File: src/rtl/rf_wb_arbiter_pkg.sv
// Shared definitions for the register-file write-port arbiter and the regfile.
package rf_wb_arbiter_pkg;

   // Register-file geometry, shared with the regfile itself.
   localparam int RF_DATA_W = 32;
   localparam int RF_ADDR_W = 5;

   // Register 0 is hard-wired to zero; writes to it are swallowed.
   localparam logic [RF_ADDR_W-1:0] RF_ZERO_ADDR = '0;

   // Source of the write currently presented to the regfile.
   typedef enum logic [1:0] {
      GNT_NONE = 2'b00,
      GNT_WB   = 2'b01,
      GNT_MC   = 2'b10,
      GNT_DBG  = 2'b11
   } grant_src_e;

endpackage

File: src/rtl/rf_wb_arbiter_rr.sv
// Two-requester round-robin arbiter with a priority override for requester 0.
// Requester 0 is the multi-cycle unit, requester 1 the debug port.
module rr_arbiter2 (
   input  logic clk,
   input  logic rst,    // asynchronous, active-low
   input  logic en,     // arbitration allowed this cycle (port not taken by wb)
   input  logic ovr,    // force requester 0 ahead and lock out requester 1
   input  logic req0,
   input  logic req1,
   output logic gnt0,
   output logic gnt1
);

   // ptr = 0: requester 0 has priority next; ptr = 1: requester 1 has priority.
   logic ptr_q, ptr_d;

   // Grant decision and pointer advance after every granted transfer.
   always_comb begin
      gnt0  = en & req0 & (ovr | ~req1 | ~ptr_q);
      gnt1  = en & req1 & ~ovr & (~req0 | ptr_q);
      ptr_d = ptr_q;
      if (gnt0) begin
         ptr_d = 1'b1;
      end else if (gnt1) begin
         ptr_d = 1'b0;
      end
   end

   // Pointer register; reset favours requester 0.
   always_ff @(posedge clk or negedge rst) begin
      if (!rst) begin
         ptr_q <= 1'b0;
      end else begin
         ptr_q <= ptr_d;
      end
   end

endmodule

File: src/rtl/rf_wb_arbiter.sv
// Register-file write-port arbiter: write-back stage always wins, the
// multi-cycle unit and debug port share the remaining slots round-robin, and
// a stall request is raised when the multi-cycle unit waits too long.
module rf_wb_arbiter
   import rf_wb_arbiter_pkg::*;
#(
   parameter int DATA_W     = RF_DATA_W,
   parameter int ADDR_W     = RF_ADDR_W,
   parameter int STARVE_MAX = 4
) (
   input  logic              clk,
   input  logic              rst,        // asynchronous, active-low
   input  logic              wb_we,
   input  logic [ADDR_W-1:0] wb_waddr,
   input  logic [DATA_W-1:0] wb_wdata,
   input  logic              mc_valid,
   input  logic [ADDR_W-1:0] mc_waddr,
   input  logic [DATA_W-1:0] mc_wdata,
   output logic              mc_ready,
   input  logic              dbg_valid,
   input  logic [ADDR_W-1:0] dbg_waddr,
   input  logic [DATA_W-1:0] dbg_wdata,
   output logic              dbg_ready,
   output logic              rf_we,
   output logic [ADDR_W-1:0] rf_waddr,
   output logic [DATA_W-1:0] rf_wdata,
   output logic [1:0]        grant_src,
   output logic              stall_req
);

   localparam logic [3:0]        STARVE_LIM = 4'(STARVE_MAX);
   localparam logic [ADDR_W-1:0] ZERO_ADDR  = ADDR_W'(RF_ZERO_ADDR);

   logic              rf_we_q, rf_we_d;
   logic [ADDR_W-1:0] rf_waddr_q, rf_waddr_d;
   logic [DATA_W-1:0] rf_wdata_q, rf_wdata_d;
   grant_src_e        grant_q, grant_d;
   logic              stall_q, stall_d;
   logic [3:0]        wait_cnt_q, wait_cnt_d;

   logic wb_gnt, mc_gnt, dbg_gnt;

   // wb has no backpressure, so it pre-empts the shared arbiter outright.
   assign wb_gnt = rst & wb_we;

   rr_arbiter2 u_rr (
      .clk  (clk),
      .rst  (rst),
      .en   (rst & ~wb_we),
      .ovr  (stall_q),
      .req0 (mc_valid),
      .req1 (dbg_valid),
      .gnt0 (mc_gnt),
      .gnt1 (dbg_gnt)
   );

   assign mc_ready  = mc_gnt;
   assign dbg_ready = dbg_gnt;

   // Select the winning write; register 0 writes complete but never enable the regfile.
   always_comb begin
      rf_we_d    = 1'b0;
      rf_waddr_d = '0;
      rf_wdata_d = '0;
      grant_d    = GNT_NONE;
      if (wb_gnt) begin
         rf_waddr_d = wb_waddr;
         rf_wdata_d = wb_wdata;
         grant_d    = GNT_WB;
      end else if (mc_gnt) begin
         rf_waddr_d = mc_waddr;
         rf_wdata_d = mc_wdata;
         grant_d    = GNT_MC;
      end else if (dbg_gnt) begin
         rf_waddr_d = dbg_waddr;
         rf_wdata_d = dbg_wdata;
         grant_d    = GNT_DBG;
      end
      rf_we_d = (grant_d != GNT_NONE) && (rf_waddr_d != ZERO_ADDR);
   end

   // Starvation tracking: a transfer or a withdrawn request always wins over saturation.
   always_comb begin
      wait_cnt_d = wait_cnt_q;
      stall_d    = stall_q;
      if (!mc_valid || mc_gnt) begin
         wait_cnt_d = '0;
         stall_d    = 1'b0;
      end else begin
         if (wait_cnt_q != STARVE_LIM) begin
            wait_cnt_d = wait_cnt_q + 4'd1;
         end
         if (wait_cnt_d == STARVE_LIM) begin
            stall_d = 1'b1;
         end
      end
   end

   // Output and starvation state registers.
   always_ff @(posedge clk or negedge rst) begin
      if (!rst) begin
         rf_we_q    <= 1'b0;
         rf_waddr_q <= '0;
         rf_wdata_q <= '0;
         grant_q    <= GNT_NONE;
         stall_q    <= 1'b0;
         wait_cnt_q <= '0;
      end else begin
         rf_we_q    <= rf_we_d;
         rf_waddr_q <= rf_waddr_d;
         rf_wdata_q <= rf_wdata_d;
         grant_q    <= grant_d;
         stall_q    <= stall_d;
         wait_cnt_q <= wait_cnt_d;
      end
   end

   assign rf_we     = rf_we_q;
   assign rf_waddr  = rf_waddr_q;
   assign rf_wdata  = rf_wdata_q;
   assign grant_src = grant_q;
   assign stall_req = stall_q;

endmodule

File: config.mk
export PLATFORM = sky130hd
export DESIGN_NAME = rf_wb_arbiter
export DESIGN_NICKNAME = d
export VERILOG_FILES = /design/src/rtl/rf_wb_arbiter_pkg.sv /design/src/rtl/rf_wb_arbiter_rr.sv /design/src/rtl/rf_wb_arbiter.sv
export SDC_FILE = /design/constraint.sdc
export NUM_CORES = 1
export LEC_CHECK = 0
export ABC_CLOCK_PERIOD_IN_PS = 1750
export CORE_ASPECT_RATIO = 1.75
export CORE_MARGIN = 2
export CORE_UTILIZATION = 33
export DETAILED_ROUTE_END_ITERATION = 12
export GPL_ROUTABILITY_DRIVEN = 0
export PLACE_DENSITY = 0.81
export SYNTH_ARGS = -nofsm -noshare
export SYNTH_HDL_FRONTEND = slang
export SYNTH_SLANG_ARGS = --single-unit
File: constraint.sdc
create_clock -name clk -period 1.75 [get_ports clk]
set_input_delay 0.175 -clock clk [delete_from_list [all_inputs] [get_ports clk]]
set_output_delay 0.175 -clock clk [all_outputs]
set_load 0.05 [all_outputs]
## Word-level counts from Yosys, hierarchy flattened

Index checks and enable logic that the tools add are counted.
Widths: inputs -> output; s select.

- $mul: 0
- Bitwise logic cells: 15
- Add/subtract/negate cells: 1
- Mux-type cells: 16
- Magnitude comparators: 0
- Shift operators: 0
- Equal/unequal tests: 2
- Reductions and logical operators: 7
- Div/mod/pow operators: 0

Operators by type and width:

| kind | number |
|---|---|
| $mux 32 | 3 |
| $mux 5 | 3 |
| $mux 4 | 3 |
| $and 1x1->1 | 7 |
| $mux 2 | 3 |
| $reduce_bool 2->1 | 3 |
| $not 1->1 | 5 |
| $reduce_bool 5->1 | 1 |
| $add 4x1->4 const B | 1 |
| $eq 4x3->1 const B | 1 |
| $mux 1 | 4 |
| $ne 4x3->1 const B | 1 |
| $or 1x1->1 | 3 |
| $logic_and 1x1->1 | 1 |
| $logic_not 1->1 | 1 |
| $logic_or 1x1->1 | 1 |

- Output and inout bits: 43
- Bits in latches: 0
- Input bits: 116
- Register bits: 46
- Memory bits (read-only): 0
- RAM bits: 0
- Memories: 0

## Logic depth before layout (Yosys ltp)

Gate-level depths: netlist of run 1.

- Depth after elaboration: 10
- Depth in mapped cells: 7
- Depth with buffers taken out: 7

## Modules after synthesis

Synthesis of run 1 repeated with hierarchy kept, for this count alone.

- Cells, all modules: 211
- Area, all modules: 2329.7 µm²

By module, submodules not included:

| module | seq. area each (µm²) | area each (µm²) | cells each | instances |
|---|---|---|---|---|
| rf_wb_arbiter | 1126.1 | 2258.4 | 203 | 1 |
| rr_arbiter2 | 25.0 | 71.3 | 8 | 1 |

## Least setup slack after synthesis of run 1

OpenSTA, ideal clock, no wires.

- Path type: flip-flop to flip-flop
- Start point: reg stall_q, in the netlist stall_req
- End point: reg rf_wdata_q[24], in the netlist rf_wdata[24]
- Period minus slack after synthesis: 1.863 ns
- Library setup time: 0.127 ns
- Required time: 1.623 ns
- Path buffers: 2
- Cell stages (with the launch flop): 6
- Data arrival time: 1.736 ns
- Path slack: -0.113 ns
- Cell sequence: dfrtp_1 o311a_4 buf_2 buf_6 a222oi_1 inv_1

- Elaborated cells on any way between the ends: 9
- Those cells by class: mux (3); bitwise (6)

RTL lines:

| element | RTL line | RTL |
|---|---|---|
| start: declaration | rf_wb_arbiter.sv:38 | `logic stall_q, stall_d;` |
| start signal: assignment | rf_wb_arbiter.sv:113 | `stall_q <= stall_d;` |
| $or 1x1->1 (2 in series) | rf_wb_arbiter_rr.sv:19 | `gnt0 = en & req0 & (ovr \| ~req1 \| ~ptr_q);` |
| $and 1x1->1 | rf_wb_arbiter_rr.sv:19 |  |
| named net mc_ready | rf_wb_arbiter.sv:19 | `output logic mc_ready,` |
| $mux 32 | rf_wb_arbiter.sv:70 | `end else if (mc_gnt) begin` |
| $mux 32 | rf_wb_arbiter.sv:66 | `if (wb_gnt) begin` |
| named net rf_wdata_d[24] | rf_wb_arbiter.sv:36 | `logic [DATA_W-1:0] rf_wdata_q, rf_wdata_d;` |
| end signal: assignment | rf_wb_arbiter.sv:111 | `rf_wdata_q <= rf_wdata_d;` |
| end: declaration | rf_wb_arbiter.sv:36 |  |

The timed path passes the listed nets, and every way through them passes these cells.
A chain may end at the register's enable or synchronous reset.

## Worst setup path after layout of run 1

- Start point: reg stall_q, in the netlist stall_req
- End point: reg rf_we_q, in the netlist rf_we

- Cells in the longest elaborated chain, start to end: 8
- Elaborated cells on any way between the ends: 15
- Those cells by class: mux (6); bitwise (6); reduce/logical (3)

RTL lines:

| element | RTL line | RTL |
|---|---|---|
| $not 1->1 | rf_wb_arbiter_rr.sv:20 | `gnt1 = en & req1 & ~ovr & (~req0 \| ptr_q);` |
| $and 1x1->1 (2 in series) | rf_wb_arbiter_rr.sv:20 |  |
| $mux 5 | rf_wb_arbiter.sv:74 | `end else if (dbg_gnt) begin` |
| $mux 5 (*) | rf_wb_arbiter.sv:70 |  |
| $mux 5 (*) | rf_wb_arbiter.sv:66 |  |
| named net rf_waddr_d[0] | rf_wb_arbiter.sv:35 | `logic [ADDR_W-1:0] rf_waddr_q, rf_waddr_d;` |
| $reduce_bool 5->1 (*) | rf_wb_arbiter.sv:79 | `rf_we_d = (grant_d != GNT_NONE) && (rf_waddr_d != ZERO_ADDR);` |
| $logic_and 1x1->1 (*) | rf_wb_arbiter.sv:79 |  |
| named net rf_we_d | rf_wb_arbiter.sv:34 | `logic rf_we_q, rf_we_d;` |
| end signal: assignment | rf_wb_arbiter.sv:109 | `rf_we_q <= rf_we_d;` |
| end: declaration | rf_wb_arbiter.sv:34 |  |

Mark *: on every way through the listed nets, which the timed path passes. The rest lies on a longest branch.

==> flow_metrics.tcl, run 1 <==
set metrics [dict create \
    status "finished clean" \
    crit_fanout 8 \
    io_pins 159 \
    maxCapViolCount 0 \
    finalSetupViolCount 0 \
    die_h_um 107 \
    cts_tree "built" \
    path_class "flop to flop" \
    start_util_pct 34.0 \
    fin_crit_sh_pct 96.6 \
    dieArea_sq_um 6670 \
    yosys_warnings 0 \
    antenna_found_initial 0 \
    drc 0 \
    cp_slowest_cell "o311a_4" \
    fp.dieW_um 62.6 \
    cp_num_buf_inv 0 \
    synth.ff_latch_count 46 \
    synth_commonest_cells "dfrtp_1 (46), inv_1 (41), a222oi_1 (32)" \
    vdd_ir_drop_max_mv 0.620 \
    dr.pass1.iters 6 \
    start_kind "flop" \
    finalHoldViolations 0 \
    synth_edf_count 0 \
    clkPwrFrac_pct 23.6 \
    cts-root-buf "clkbuf_8" \
    portBuffers 158 \
    finClkSkew_ps 6.69 \
    core_sq_um 5830 \
    worstMarginPinSlew_ps 542 \
    clkTransAtPathRegs_ps 80 \
    async_flop_share_pct 100 \
    p_sw_share_pct 31.7 \
    power_density_nw_per_um2 737 \
    critPathArrivalTime_ps 1880 \
    wl_mm 6.76 \
    drt_iter0_drc 285 \
    crit_family "compound AO/OA/AOI/OAI gates" \
    cp.required_ps 1940 \
    grt_max_degree 47 \
    hold_path.class "input pin to flop" \
    numClockSinks 46 \
    yosysTopAreaCellShare_pct 58.1 \
    syn2layout_area_growth_pct 94.6 \
    layout-drive-gt1-share_pct 8.82 \
    slowest_delay_ps 430 \
    final_cell_area_sq_um 3860 \
    tns_ps 0 \
    htreeDepth 2 \
    intPower_uw 1940 \
    layout.nets 457 \
    synthCells 171 \
    syn_area_per_cell_sq_um 11.6 \
    placed_cell_area_sq_um 3710 \
    clk_path_buf_depth 2 \
    relSlewSlack_pct 63.8 \
    yosys.area.top_type "dfrtp_1" \
    p_comb_share_pct 34.6 \
    seq_power_share_pct 41.9 \
    path_cells "o311a_4 -> a221o_1 -> nor4_2 -> nand2b_1" \
    vias_per_cell 5.03 \
    grt_pass1_wl_mm 10.9 \
    overflow 0 \
    yosysMostFrequentCell "dfrtp_1" \
    diodes 0 \
    cts_buffers 5 \
    yosysSeqAreaShare_pct 58.1 \
    grt_usage_pct 21.0 \
    rsz0062_at_grt "true" \
    synth.distinct_cells 26 \
    routed-via-count 2103 \
    ant_nets 0 \
    clk-insertion-delay-late_ps 310 \
    grt_pass1_vias 2261 \
    syn_area_sq_um 1980 \
    switchingPower_uw 901 \
    endpoint_kind "flop" \
    ys_top_cells_by_area "dfrtp_1 (58%), a222oi_1 (16%), inv_1 (7.8%)" \
    dpl.hpwl_mm 5.28 \
    final_max_slew_viol_count 0 \
    period_needed_ps 1690 \
    synth_top_flop_cell "dfrtp_1" \
    wire_per_inst_um 16.2 \
    synth_nets 289 \
    fmax_ghz 0.591 \
    leakagePower_uw 0.00182 \
    num_rows 37 \
]
[layout make-up]
class,count,area (sq um)
clock buffers,7,86.3
flip-flops and latches,46,1150
repair buffers,173,1750
clock inverters,1,5.00
inverters,41,154
fillers,476,1980
well taps,78,97.6
multi-input cells,72,611
[worst paths after layout]
kind                                     endpoint                   start  slack [ps]  cells after the start
setup / recovery                  rf_we$_DFF_PN0_   stall_req$_DFFE_PN0P_          60                      4
hold / removal              rf_waddr[4]$_DFF_PN0_             wb_waddr[4]         440                      3
setup reg to reg                  rf_we$_DFF_PN0_   stall_req$_DFFE_PN0P_          60                      4
hold reg to reg            u_rr.ptr_q$_DFFE_PN0P_  u_rr.ptr_q$_DFFE_PN0P_         580                      2
max in group asynchronous   stall_req$_DFFE_PN0P_                     rst        1000                      4
min in group asynchronous  grant_src[1]$_DFF_PN0_                     rst         530                      4
[worst register-to-register path, cell delays in order, from the launching register on]
cell	delay, ps
dfrtp_2	420
o311a_4	430
a221o_1	370
nor4_2	290
nand2b_1	80
[repair_timing]
| action | CTS | global route |
|---|---|---|
| gates resized for setup | 3 | 1 |
| buffers inserted | 1 | 0 |
| pin swaps | 1 | 5 |
| endpoints found under the setup margin | 2 | 1 |
| hold buffers | 2 | 0 |
| hold endpoints to repair | 46 | 0 |
| cloned | 0 | 0 |
[cells by family (layout without fill, tap and decap cells)]
logic type      after synthesis  in the layout  share of synthesized area (%)
buf+inv                      53            222                           11.5
fa+ha+maj                     2              2                           1.26
flops                        46             46                           58.1
simple gates                 22             22                           6.12
compound gates               47             47                           22.6
xor+xnor                      1              1                          0.442
[routing by layer]
metal / part of all wire (%) / global-route usage, % / vias to the layer above
li1: - / - / 970
met1: 33 / 22.1 / 1013
met2: 57 / 37.9 / 103
met3: 7.0 / 6.14 / 17
met4: 3.1 / 9.84 / 0
met5: 0 / 0 / -
[power groups by stage]
stage	Sequential, uW	Clock, uW	Combinational, uW
floorplan	1480	0	183
global placement	1210	0	953
detailed placement	1210	0	971
CTS	1190	694	988
global route	1200	745	1040
finish	1190	670	984
[placed cells by master, fill, tap and decap left out, types with 2 or more instances in the layout]
cell / count
nor2_1: 4
nand3_1: 4
and3_1: 4
ha_1: 2
a222oi_1: 32
buf_12: 3
a221o_1: 4
a21oi_1: 3
or2_2: 2
clkbuf_8: 6
o21ai_0: 3
buf_6: 2
dfrtp_1: 45
inv_1: 41
nand2b_1: 3
clkdlybuf4s50_1: 155
buf_4: 10
[through the flow]
step	setup slack [ps]	std cells	hold slack, ps	utilization [%]	total power [uW]
floorplan	44.6	171	-121	-	1670
global placement	-193	407	194	63.5	2160
detailed placement	-215	407	196	63.5	2180
CTS	60.9	418	438	66.0	2870
global route	-28.0	418	453	66.1	2990
finish	59.3	418	443	66.1	2840
[registers in the layout, summed over array words and instances, names as in the netlist]
| register | count |
|---|---|
| grant_src | 2 |
| rf_waddr | 5 |
| rf_wdata | 32 |
| rf_we | 1 |
| stall_req | 1 |
| u_rr.ptr_q | 1 |
| wait_cnt_q | 4 |
Power figures use the tool's default switching activity.
==> inputs of run 2 (changes only) <==
--- a/config.mk
+++ b/config.mk
@@ -11,7 +11,7 @@
 export CORE_UTILIZATION = 33
 export DETAILED_ROUTE_END_ITERATION = 12
 export GPL_ROUTABILITY_DRIVEN = 0
-export PLACE_DENSITY = 0.81
+export PLACE_DENSITY = 0.85
 export SYNTH_ARGS = -nofsm -noshare
 export SYNTH_HDL_FRONTEND = slang
 export SYNTH_SLANG_ARGS = --single-unit
==> run 2 against run 1 <==
  * Via count increased by 1.0%
  * Sequential share of layout area decreased by 0.22 points
  * Non-clock buffer count unchanged
  * Utilization increased by 0.56 points
  * Critical endpoint unchanged
==> flow_metrics.tcl, run 2 (synthesized netlist as in run 1, its figures left out) <==
set metrics [dict create \
    portBuffers 158 \
    crit_fanout 10 \
    crit_family "compound AO/OA/AOI/OAI gates" \
    drt_iter0_drc 234 \
    period_needed_ps 1710 \
    final_max_slew_viol_count 0 \
    layout-drive-gt1-share_pct 9.41 \
    final_cell_mix "clkdlybuf4s50_1 (155), dfrtp_1 (44), inv_1 (41)" \
    num_rows 37 \
    leakagePower_uw 0.00183 \
    dieArea_sq_um 6670 \
    hold_path.class "input pin to flop" \
    antenna_found_initial 0 \
    htreeDepth 2 \
    start_kind "flop" \
    cts_buffers 5 \
    diodes 0 \
    clk-insertion-delay-late_ps 290 \
    finalSetupViolCount 0 \
    instances_no_fill 418 \
    start_util_pct 34.0 \
    grt_usage_pct 20.9 \
    grt_pass1_vias 2209 \
    clk_path_buf_depth 2 \
    wl_mm 6.83 \
    largest_register_ffs 32 \
    wire_per_inst_um 16.3 \
    grt_pass1_wl_mm 10.9 \
    p_total_uw 3120 \
    fin_util_pct 66.7 \
    cts_tree "built" \
    layout.nets 457 \
    cp_num_buf_inv 0 \
    placed_cell_area_sq_um 3710 \
    maxCapViolCount 0 \
    syn2layout_area_growth_pct 96.3 \
    dpl.hpwl_mm 5.33 \
    fp.dieW_um 62.6 \
    numClockSinks 46 \
    grt_max_degree 34 \
    layout_commonest_cell "clkdlybuf4s50_1" \
    power_density_nw_per_um2 803 \
    slowest_delay_ps 430 \
    vdd_ir_drop_max_mv 0.685 \
    dr.pass1.iters 9 \
    cp.required_ps 1930 \
    io_pins 159 \
    relSlewSlack_pct 63.7 \
    critPathArrivalTime_ps 1880 \
    clkTransAtPathRegs_ps 80 \
    path_class "flop to flop" \
    path_cells "o311a_4 -> a221o_1 -> nor4_2 -> nand2b_1" \
    fmax_ghz 0.586 \
    drc 0 \
    final_cell_area_sq_um 3890 \
    endpoint_kind "flop" \
    die_h_um 107 \
    cts-root-buf "clkbuf_8" \
    placed_cells 407 \
    status "finished clean" \
    cp_slowest_cell "dfrtp_2" \
    core_sq_um 5830 \
    overflow 0 \
    ant_nets 0 \
    fin_crit_sh_pct 97.5 \
    finClkSkew_ps 3.69 \
    vias_per_cell 5.08 \
    finalHoldViolations 0 \
    worstMarginPinSlew_ps 542 \
    routed-via-count 2124 \
]
run 2: cell types whose count changed in the layout (fill, tap and decap cells not counted):
cell,before,now
bufinv_16,0,2
buf_16,1,0
buf_4,10,11
clkbuf_1,1,0
clkinv_2,1,0
dfrtp_1,45,44
dfrtp_2,1,2
run 2: worst register-to-register path: stages (launching register included):
cell and delay [ps]:
dfrtp_2 430, o311a_4 430, a221o_1 400, nor4_2 260
nand2b_1 80
run 2: path summary, 6_finish.rpt:
kind	start	end	slack (ps)	depth (start not counted)
setup reg to reg	stall_req$_DFFE_PN0P_	rf_we$_DFF_PN0_	40	4
hold / removal	rst	rf_waddr[3]$_DFF_PN0_	370	3
hold reg to reg	u_rr.ptr_q$_DFFE_PN0P_	u_rr.ptr_q$_DFFE_PN0P_	590	2
min in group asynchronous	rst	rf_wdata[11]$_DFF_PN0_	530	3
setup / recovery	stall_req$_DFFE_PN0P_	rf_we$_DFF_PN0_	40	4
max in group asynchronous	rst	wait_cnt_q[0]$_DFF_PN0_	900	3
run 2: where the power goes:
part | total [uW] | switching, uW | internal (uW)
combinational | 984 | 516 | 468
sequential | 1190 | 36.4 | 1150
clock | 952 | 343 | 609
run 2: layout make-up:
cell class	count	area (sq um)
tap	78	97.6
clock buffer	6	82.6
clock inverter	2	60.1
multi-input combinational	72	611
inverter	41	154
sequential	46	1150
fill	494	1940
timing repair buffer	173	1730
run 2: per-layer routing:
layer	share of wire, %	up-vias	routed length (um)	track usage (%)
li1	-	973	-	-
met1	33	1027	2260	22.9
met2	57	114	3910	38.1
met3	7.3	10	496	4.55
met4	2.3	0	159	8.89
met5	0	-	0	0
run 2: stage by stage:
| step | hold slack [ps] | setup TNS, ps | worst slack (ps) |
|---|---|---|---|
| 4_1_cts | 315 | 0 | 30.1 |
| 3_5_place_dp | 253 | -5110 | -211 |
| 5_1_grt | 381 | -32.9 | -32.9 |
| 6_report | 369 | 0 | 44.3 |
| 2_1_floorplan | -121 | 0 | 44.6 |
| 3_3_place_gp | 241 | -4050 | -181 |
run 2: repair_timing:
action                                  CTS  global route
gates cloned                              0             0
pin swaps                                 0             8
resized for setup                         2             3
hold endpoints to repair                 46             0
buffers inserted                          0             2
hold buffers                              1             0
endpoints found under the setup margin    1            17
